--- config.mk ---
export PLATFORM = sky130hd
export DESIGN_NAME = command_issuer
export DESIGN_NICKNAME = d
export VERILOG_FILES = /design/src/rtl/command_issuer.sv
export SDC_FILE = /design/constraint.sdc
export NUM_CORES = 1
export LEC_CHECK = 0
export BUFFER_PORTS_ARGS = -buffer_cell sky130_fd_sc_hd__buf_2
export CELL_PAD_IN_SITES_DETAIL_PLACEMENT = 1
export CELL_PAD_IN_SITES_GLOBAL_PLACEMENT = 1
export CORE_MARGIN = 4
export CORE_UTILIZATION = 48
export CTS_CLUSTER_DIAMETER = 50
export DETAILED_ROUTE_END_ITERATION = 7
export PLACE_DENSITY_LB_ADDON = 0.08
export SETUP_SLACK_MARGIN = 0.5
export SYNTH_ARGS = -nofsm -noshare
export SYNTH_HDL_FRONTEND = slang
export SYNTH_SLANG_ARGS = --single-unit
--- constraint.sdc ---
create_clock -name clk -period 8.3 [get_ports clk]
set_clock_uncertainty 0.2 [all_clocks]
set_input_delay 0.415 -clock clk [delete_from_list [all_inputs] [get_ports clk]]
set_output_delay 0.415 -clock clk [all_outputs]
set_load 0.05 [all_outputs]
--- src/rtl/command_issuer.sv ---
// command_issuer: sends one opcode/argument byte to the UART transmitter and
// collects the optional reply byte from the receiver, flagging a timeout if none arrives.
module command_issuer #(
    parameter int unsigned RSP_TIMEOUT  = 100000000,
    parameter int unsigned TRIG_TIMEOUT = 1000000000,
    parameter int          CNT_W        = 32
) (
    input  logic       clk,
    input  logic       reset_b,
    input  logic       req_valid,
    output logic       req_ready,
    input  logic [3:0] req_opcode,
    input  logic [3:0] req_arg,
    output logic [7:0] tx_data,
    output logic       tx_write_en,
    input  logic       tx_ready,
    input  logic [7:0] rx_data,
    input  logic       rx_ready,
    output logic       rsp_valid,
    output logic [7:0] rsp_data,
    output logic       rsp_timeout,
    output logic       rx_stray,
    output logic       busy,
    output logic [2:0] state_debug
);
    typedef enum logic [2:0] {
        IDLE     = 3'd0,
        SEND     = 3'd1,
        WAIT_RSP = 3'd2,
        DONE     = 3'd3,
        DONE_TO  = 3'd4
    } state_t;

    state_t           r_state, w_next;
    logic [7:0]       r_tx_data, r_rsp_data;
    logic             r_expects, r_rx_stray;
    logic [CNT_W-1:0] r_cnt, r_limit;
    logic             w_accept, w_timeout;

    assign w_accept  = req_valid && r_state == IDLE;
    assign w_timeout = r_cnt == r_limit - CNT_W'(1);

    always_ff @(posedge clk or negedge reset_b) begin
        if (!reset_b)
            r_state <= IDLE;
        else
            r_state <= w_next;
    end

    always_comb begin
        w_next = r_state;
        case (r_state)
            IDLE:     if (req_valid) w_next = SEND;
            SEND:     if (tx_ready) w_next = r_expects ? WAIT_RSP : DONE;
            WAIT_RSP: w_next = rx_ready ? DONE : (w_timeout ? DONE_TO : WAIT_RSP);
            default:  w_next = IDLE;
        endcase
    end

    always_ff @(posedge clk or negedge reset_b) begin
        if (!reset_b) begin
            r_tx_data  <= 8'h00;
            r_rsp_data <= 8'h00;
            r_expects  <= 1'b0;
            r_rx_stray <= 1'b0;
            r_cnt      <= '0;
            r_limit    <= '0;
        end else begin
            r_rx_stray <= rx_ready && r_state != WAIT_RSP;
            if (w_accept) begin
                r_tx_data <= {req_opcode, req_arg};
                r_expects <= req_opcode == 4'h4 || req_opcode == 4'hd;
                r_limit   <= req_opcode == 4'hd ? CNT_W'(TRIG_TIMEOUT) : CNT_W'(RSP_TIMEOUT);
            end
            if (r_state == SEND)
                r_cnt <= '0;
            else if (r_state == WAIT_RSP)
                r_cnt <= r_cnt + CNT_W'(1);
            // Fire-and-forget and timed-out completions report an empty reply.
            if (r_state == SEND && tx_ready && !r_expects)
                r_rsp_data <= 8'h00;
            else if (r_state == WAIT_RSP)
                r_rsp_data <= rx_ready ? rx_data : (w_timeout ? 8'h00 : r_rsp_data);
        end
    end

    assign req_ready   = r_state == IDLE;
    assign busy        = r_state != IDLE;
    assign tx_data     = r_tx_data;
    assign tx_write_en = r_state == SEND;
    assign rsp_valid   = r_state == DONE || r_state == DONE_TO;
    assign rsp_timeout = r_state == DONE_TO;
    assign rsp_data    = r_rsp_data;
    assign rx_stray    = r_rx_stray;
    assign state_debug = r_state;
endmodule

After elaboration in Yosys (flattened, before gate mapping)
Cells that the tools add are included.
{"block": "totals", "reg_bits": 85, "input_bits": 21, "out_inout_bits": 25, "elab_cells": 46}
{"block": "classes", "add_sub_neg": 2, "n_eq_ne": 10, "mux": 13, "reduce_logical": 14}
{"operator": "two-way mux 32 bit", "n": 2}
{"operator": "adder 32 x 1 -> 32 bit, second input constant", "n": 1}
{"operator": "== test 32 bit", "n": 1}
{"operator": "two-way mux 8 bit", "n": 4}
{"operator": "subtractor 32 x 1 -> 32 bit, second input constant", "n": 1}
{"operator": "two-way mux 30 bit", "n": 1}
{"operator": "two-way mux 3 bit", "n": 4}
{"operator": "case mux 3 bit (3 select lines)", "n": 1}
{"operator": "== test 3 x 2 -> 1 bit, second input constant", "n": 2}
{"operator": "nonzero test 3 bit", "n": 2}
{"operator": "== test 4 x 3 -> 1 bit, second input constant", "n": 1}
{"operator": "== test 4 bit, second input constant", "n": 1}
{"operator": "logical AND 1 bit", "n": 4}
{"operator": "AND reduction 2 bit", "n": 2}
{"operator": "nonzero test 2 bit", "n": 2}
{"operator": "== test 3 x 1 -> 1 bit, second input constant", "n": 1}
{"operator": "== test 3 bit, second input constant", "n": 1}
{"operator": "logical NOT 3 bit", "n": 1}
{"operator": "!= test 3 x 2 -> 1 bit, second input constant", "n": 1}
{"operator": "logical OR 1 bit", "n": 2}
{"operator": "!= test 2 x 1 -> 1 bit, second input constant", "n": 1}
{"operator": "!= test 2 bit, second input constant", "n": 1}
{"operator": "logical NOT 1 bit", "n": 1}
{"operator": "two-way mux 1 bit", "n": 1}

Longest topological paths before layout
Gate-level depths: netlist of run 1.
{"block": "depth", "word_depth": 6, "mapped_depth": 12, "ltp_nobuf": 8}

Worst setup path after synthesis of run 1
OpenSTA, ideal clock, no wires.
{"block": "synth_timing", "kind": "flip-flop to flip-flop", "from": "reg r_state[1], in the netlist state_debug[1]", "to": "reg r_tx_data[3], in the netlist tx_data[3]", "arrival_time_ns": 2.861, "t_required_ns": 7.975, "slack_ns": 5.114, "path_stages_with_launch": 6, "path_buffers": 2, "period_less_slack_ns": 3.186, "path_cell_list": "dfrtp_1 buf_4 nor3_1 nand2_1 clkbuf_1 mux2_2"}
{"block": "synth_via", "elab_chain_cells": 2}
{"item": "from (decl)", "line_no": "34", "text": "state_t r_state, w_next;"}
{"item": "from (signal assigned)", "line_no": "47", "text": "r_state <= w_next;"}
{"item": "logical NOT 3 bit"}
{"item": "named net req_ready", "line_no": "11", "text": "output logic req_ready,"}
{"item": "logical AND 1 bit", "line_no": "40", "text": "assign w_accept = req_valid && r_state == IDLE;"}
{"item": "to (signal assigned)", "line_no": "71", "text": "r_tx_data <= {req_opcode, req_arg};"}
{"item": "to (decl)", "line_no": "35", "text": "logic [7:0] r_tx_data, r_rsp_data;"}
The timed path passes the listed nets, and every way through them passes these cells.
A chain may end at the register's enable or synchronous reset.

Final worst setup path of run 1
{"block": "layout_timing", "from": "reg r_limit[26]", "to": "reg r_rsp_data[3], in the netlist rsp_data[3]"}
{"block": "layout_via", "elab_chain_cells": 4}
{"item": "from (decl)", "line_no": "37", "text": "logic [CNT_W-1:0] r_cnt, r_limit;"}
{"item": "from (signal assigned)", "line_no": "73", "text": "r_limit <= req_opcode == 4'hd ? CNT_W'(TRIG_TIMEOUT) : CNT_W'(RSP_TIMEOUT);"}
{"item": "subtractor 32 x 1 -> 32 bit", "line_no": "41", "text": "assign w_timeout = r_cnt == r_limit - CNT_W'(1);"}
{"item": "== test 32 bit", "line_no": "41"}
{"item": "nonzero test 3 bit (no line)"}
{"item": "AND reduction 2 bit (no line)"}
{"item": "to (signal assigned)", "line_no": "83", "text": "r_rsp_data <= rx_ready ? rx_data : (w_timeout ? 8'h00 : r_rsp_data);"}
{"item": "to (decl)", "line_no": "35"}
No other way between the ends.

==> results by group, run 1 <==
Synthesis
  – Simple-gate share of the synthesized area: about 25%
  – FFs w/ async S/R, synth: 100%
  – Post-synth top area cell: dfrtp_1
  – Netlist cell types: 54
  – Syn Nets: 401
  – Syn Inst Count: 375
  – Yosys top cell area share: between 40 and 50%
  – Top-count cell post-synth: dfrtp_1
  – Top post-synthesis cells by count: 56 x dfrtp_1, 30 x nand2_1, 28 x nand3_1, 28 x o21ai_0, 23 x nor2_1
  – Primary FF master, synth: dfrtp_1
  – Sequential fraction of the synthesis area: 40.8%
  – Synth Area in Compound Gates: about a fifth
  – Adder-cell share of the synthesized area: 1.82%
  – Ranking of synthesized cells by area: dfrtp_1 41%, nand3_1 4.1%, o21ai_0 4.1%
  – Synthesis-stage register bit count: 56
  – Post-Synth XOR/XNOR Area: approximately 3.3%
  – Synth warn: 0
  – Main combinational cell family by area after synthesis: simple AND/OR/NAND/NOR gates
  – Mapped cell area: 0.00343 mm^2
  – EDFF count, synth: 0
  – Mux contribution to synthesized area: 4.66%
  – Mapped Avg Cell Area: approximately 9 um^2

GRT
  – First-pass GRT wire length: about 16000 um
  – Initial antenna violation count: 0
  – Vias in the first global route: 3167
  – Global route overflow: 0
  – Pin count of the biggest net entering global routing: 57
  – All-Layer GR Usage: a little under a quarter

Power and ir drop
  – Pwr Density: 264 mW/mm^2
  – Leakage: 0.00155 uW
  – Total chip power: 995 uW
  – Worst IR Drop VDD: ~0.0002 V

STA
  – Slew Limit Fails: 0
  – Worst-Margin Slew: 0.885 ns
  – Final setup TNS: 0 ns
  – Max transition margin: between 40% and 50%
  – Min Tclk post-route: 3.85 ns
  – Period utilisation layout: 46.4%
  – Hold_ws: 0.0274 ns
  – Final hold viol count: 0
  – # setup viols final: 0
  – RSZ-0062 raised after global routing: no
  – Max Clock Freq: 0.260 GHz

Routing
  – WL/cell: around 18 um
  – Routed vias/inst: approximately 6.1
  – Drt initial violations: 85
  – Drt pass-1 iters: 4
  – ANT nets after route: 0
  – # DRC: 0
  – Total Wirelength: 9230 um
  – Vias post-DR: 3077

Die
  – Die ar.: about 0.0086 mm^2
  – Core area: slightly below 0.007 mm^2
  – Die W: 92.6 um
  – Initial Util: 50.0%
  – Die Y: 92.6 um
  – Row count: 30
  – Top-Level Pins: between 40 and 50

Worst setup path
  – Crit Path Class: reg -> reg
  – CP endpoint kind: flip-flop
  – CP Launch Type: flip-flop
  – CP max FO: 22
  – Req. time, crit path: 8.27 ns
  – Crit path DAT: 3.82 ns

Clock network
  – Clock Pin Slew Worst Setup and Hold Paths: 0.10 ns
  – CTS buffer count: 5
  – Buffer count from post-CTS setup fixing: 0
  – Clk buf depth: 2
  – CTS tree: yes
  – Resize count post-CTS: 0
  – CTS Root Cell: clkbuf_8
  – Clock sink count: 56
  – Cts-stage hold buffer count: 0
  – Clk Latency, worst-skew pair: approximately 0.31 ns
  – H-tree depth: 2

Finish
  – Fillers: between 800 and 900
  – # diodes: 0
  – Nets: between 400 and 500
  – Area delta synth->final: 9.91%
  – Sequential cell area: 0.00140 mm^2
  – Post-Layout Cell Count: 502
  – Ratio of cells with drive above 1 in the final layout: 17.2%
  – Multi-input gate area: between 0.0015 and 0.002 mm^2

Placed design
  – HPWL after DPL: around 6600 um
  – # port buffers: between 40 and 50
  – Post-Place Cells: 494
  – GPL Wtd Cong: 0.906

Outcome
  – Outcome: finished clean

Min path
  – Hold/Removal Path Class: in -> async

Job
  – Max-Cap Viols: 0
## critical path, stage by stage (launching register included)
cell and delay (ns):
dfrtp_1 0.76, inv_1 0.26, ha_1 0.49, nor2b_1 0.26
a2111oi_0 0.65, o2111a_1 0.29, nand4_1 0.34, a211oi_1 0.34
a21oi_1 0.12
## sequential cells by signal (all words and copies together), names as in the netlist
| name | count |
|---|---|
| r_cnt | 32 |
| r_expects | 1 |
| r_limit | 3 |
| rsp_data | 8 |
| rx_stray | 1 |
| state_debug | 3 |
| tx_data | 8 |
## metal layers
layer | global-route usage, % | up-vias | wire (um)
li1 | - | 1457 | -
met1 | 31.3 | 1548 | 4370
met2 | 37.9 | 62 | 4340
met3 | 3.66 | 10 | 383
met4 | 5.69 | 0 | 129
met5 | 0 | - | 0
## cell type report
cell class	count	share of cell area (%)
Sequential cell	56	37.1
Multi-Input combinational cell	282	49.5
Clock buffer	6	2.19
Tap cell	96	3.18
Timing Repair Buffer	47	6.36
Clock inverter	2	0.365
Inverter	13	1.29
## kinds of logic (layout without fill, tap and decap cells)
group / count (synthesis) / after routing
compound gates: 99 / 99
xor+xnor: 13 / 13
fa+ha+maj: 5 / 5
buf+inv: 37 / 68
flops: 56 / 56
mux: 15 / 15
simple gates: 150 / 150
## cell usage in the layout, fill, tap and decap left out, drive strengths merged, types with 4 or more instances in the layout
master and instances:
a32oi 13, nand3 28, dfrtp 56, nand2 30, nor2 23, mux2 8, ha 5, o21ai 28
mux2i 7, o211ai 7, nor3 13, nor4 6, clkbuf 6, and2 4, buf 47, nor2b 7
xnor2 10, nand2b 6, a21oi 16, a211oi 9, inv 14, nand4 9, nor3b 4, o31ai 9
## worst paths after layout
check	startpoint	endpoint	slack [ns]	depth (start not counted)
setup reg to reg	r_limit[26]	rsp_data[3]	4.45	8
min in group clk	req_arg[1]	tx_data[1]	0.13	2
hold reg to reg	r_cnt[7]	r_cnt[7]	0.30	1
hold / removal	reset_b	r_cnt[26]	0.03	2
setup / recovery	r_limit[26]	rsp_data[3]	4.45	8
max in group asynchronous	reset_b	r_cnt[22]	7.37	2
## per-stage QoR
stage | util [%] | cell area, um^2 | setup slack (ns)
floorplan | - | 3430 | 5.11
global placement | 53.6 | 3680 | 4.72
detailed placement | 53.6 | 3680 | 4.52
CTS | 55.0 | 3770 | 4.45
global route | 55.0 | 3770 | 4.14
finish | 55.0 | 3770 | 4.45
## where the power goes
group | leakage [uW] | total (uW) | switching (uW) | internal [uW]
Clock | 0.0000516 | 161 | 92.1 | 68.6
Sequential | 0.000742 | 367 | 46.9 | 320
Combinational | 0.000760 | 467 | 342 | 125
No activity file was read; power rests on OpenSTA's default activity.
==> run 2, diff against run 1 <==
Settings changed: CORE_UTILIZATION 48 to 40.
Clock period 8.3 ns to 3.3 ns, I/O delays scaled along.
==> results by group, run 2 (synthesis gave the netlist of run 1 again) <==
GRT
  – Vias in the first global route: 3242
  – Global route overflow: 0
  – Pin count of the biggest net entering global routing: 30
  – First-pass GRT wire length: 16700 um
  – All-Layer GR Usage: 20.5%
  – Initial antenna violation count: 0

Worst setup path
  – CP Launch Type: flip-flop
  – CP endpoint kind: flip-flop
  – Crit path from: r_limit[26]
  – Req. time, crit path: 3.30 ns
  – CP Cell Sequence: inv_2 > ha_1 > buf_4 > nor2b_1 > a2111oi_2 > buf_4 > o2111a_1 > nand4_1 > buf_4 > a211oi_1 > a21oi_1
  – Most used cell, CP: buf_4
  – CP peak stage delay: 0.37 ns
  – CP max FO: 15
  – Crit path DAT: 2.61 ns
  – Slowest-stage cell, CP: dfrtp_1
  – Worst Reg-to-Reg Cells: 11
  – R2r startpoint: r_limit[26]
  – Crit Path Class: reg -> reg

Die
  – Core area: about 0.0083 mm^2
  – Die W: just over 100 um
  – Top-Level Pins: 46
  – Die Y: between 100 and 150 um
  – Row count: 33
  – Die ar.: roughly 0.010 mm^2
  – Initial Util: 41.4%

Finish
  – # diodes: 0
  – Fillers: between 900 and 1k
  – Most common cell after layout, fill and taps aside: dfrtp_1
  – Commonest non-fill, non-tap cells in the layout: 55 x dfrtp_1, 45 x buf_2, 30 x nand2_1, 28 x nand3_1, 28 x o21ai_0
  – Nets: ~460
  – Design Area, Final: approximately 0.0041 mm^2
  – Max reg flops: 32
  – Ratio of cells with drive above 1 in the final layout: 20.3%
  – Reg with most FFs: r_cnt
  – Area delta synth->final: 19.6%

Power and ir drop
  – Pwr Density: 640 mW/mm^2
  – Sw Pwr: roughly 1200 uW
  – Internal power: 1400 uW
  – Clock power share: 17.7%
  – Logic pwr share: 47.9%
  – Part of the power in registers: approximately a third
  – Worst IR Drop VDD: 0.000527 V
  – Leakage: 0.00170 uW
  – Net Sw Frac: roughly 47%

Job
  – Max-Cap Viols: 0

Routing
  – Drt initial violations: 105
  – Routed vias/inst: 5.86
  – Drt pass-1 iters: 4
  – # DRC: 0
  – Vias post-DR: about 3.2k
  – WL/cell: around 18 um
  – Total Wirelength: 9780 um
  – ANT nets after route: 0

STA
  – Max Clock Freq: 0.383 GHz
  – Final setup TNS: 0 ns
  – RSZ-0062 raised after global routing: no
  – Min Tclk post-route: 2.61 ns
  – # setup viols final: 0
  – Period utilisation layout: 79.1%
  – Worst-Margin Slew: 0.743 ns
  – Max transition margin: 50.5%
  – Slew Limit Fails: 0
  – Hold_ws: 0.0373 ns
  – Final hold viol count: 0

Clock network
  – Clock sink count: 56
  – H-tree depth: 2
  – CTS Root Cell: clkbuf_8
  – CTS buffer count: 5
  – Clk buf depth: 2
  – Clk Latency, worst-skew pair: 0.31 ns
  – CTS tree: yes
  – Clock Pin Slew Worst Setup and Hold Paths: 0.11 ns

Min path
  – Hold/Removal Path Class: in -> reg
  – Worst hold path cell count: 5
  – Min-delay src: req_valid

Placed design
  – # port buffers: 45
  – HPWL after DPL: 6980 um
  – GPL Wtd Cong: 0.936
  – Placed instance area: 0.00374 mm^2

Outcome
  – Outcome: finished clean
run 2: worst max-delay path, delay by kind of cell, from the launching register on:
family,cells,cell delay (ns)
adders and majority gates,1,0.20
buffers and inverters,4,0.67
DFF,1,0.37
AOI/OAI and AO/OA,4,0.81
and+or+nand+nor,2,0.25
run 2: layer usage:
layer	global-route usage, %	share of wire [%]
met1	27.9	46
met2	34.0	48
met3	3.32	4.2
met4	4.87	1.5
met5	0	0
run 2: through the flow:
| step | total power (uW) | cells | setup WS [ns] | utilization, % |
|---|---|---|---|---|
| global route | 2800 | 538 | 0.519 | 49.5 |
| CTS | 2650 | 536 | 0.520 | 48.7 |
| global placement | 2140 | 509 | 0.360 | 45.1 |
| floorplan | 1860 | 375 | 0.505 | - |
| finish | 2630 | 538 | 0.689 | 49.5 |
| detailed placement | 2150 | 509 | 0.250 | 45.1 |
run 2: area by class of cell:
type / count / area (um^2) / area share, %
Clock inverter: 2 / 38.8 / 0.944
Inverter: 13 / 48.8 / 1.19
Tap cell: 105 / 131 / 3.20
Multi-Input combinational cell: 282 / 1930 / 46.9
Timing Repair Buffer: 74 / 488 / 11.9
Sequential cell: 56 / 1400 / 34.1
Clock buffer: 6 / 72.6 / 1.77
run 2: power groups by stage:
| stage | registers [uW] | clock network, uW | logic, uW |
|---|---|---|---|
| global placement | 910 | 0 | 1230 |
| detailed placement | 913 | 0 | 1240 |
| CTS | 903 | 488 | 1260 |
| floorplan | 1230 | 0 | 628 |
| finish | 904 | 466 | 1260 |
| global route | 922 | 509 | 1370 |
run 2: what timing repair did:
item | CTS | global route
setup buffers | 1 | 2
hold buffers | 18 | 0
pin swaps | 2 | 2
endpoints found under the setup margin | 11 | 11
endpoints found under the hold margin | 46 | 0
resized for setup | 2 | 11
cloned | 0 | 0
run 2: path summary, 6_finish.rpt:
kind | endpoint | slack, ns
worst max-delay path | rsp_data[1] | 0.69
worst min-delay path | state_debug[0] | 0.04
worst max register to register | rsp_data[1] | 0.69
worst min register to register | r_cnt[7] | 0.31
max in group asynchronous | r_limit[24] | 1.81
min in group asynchronous | r_cnt[26] | 0.22
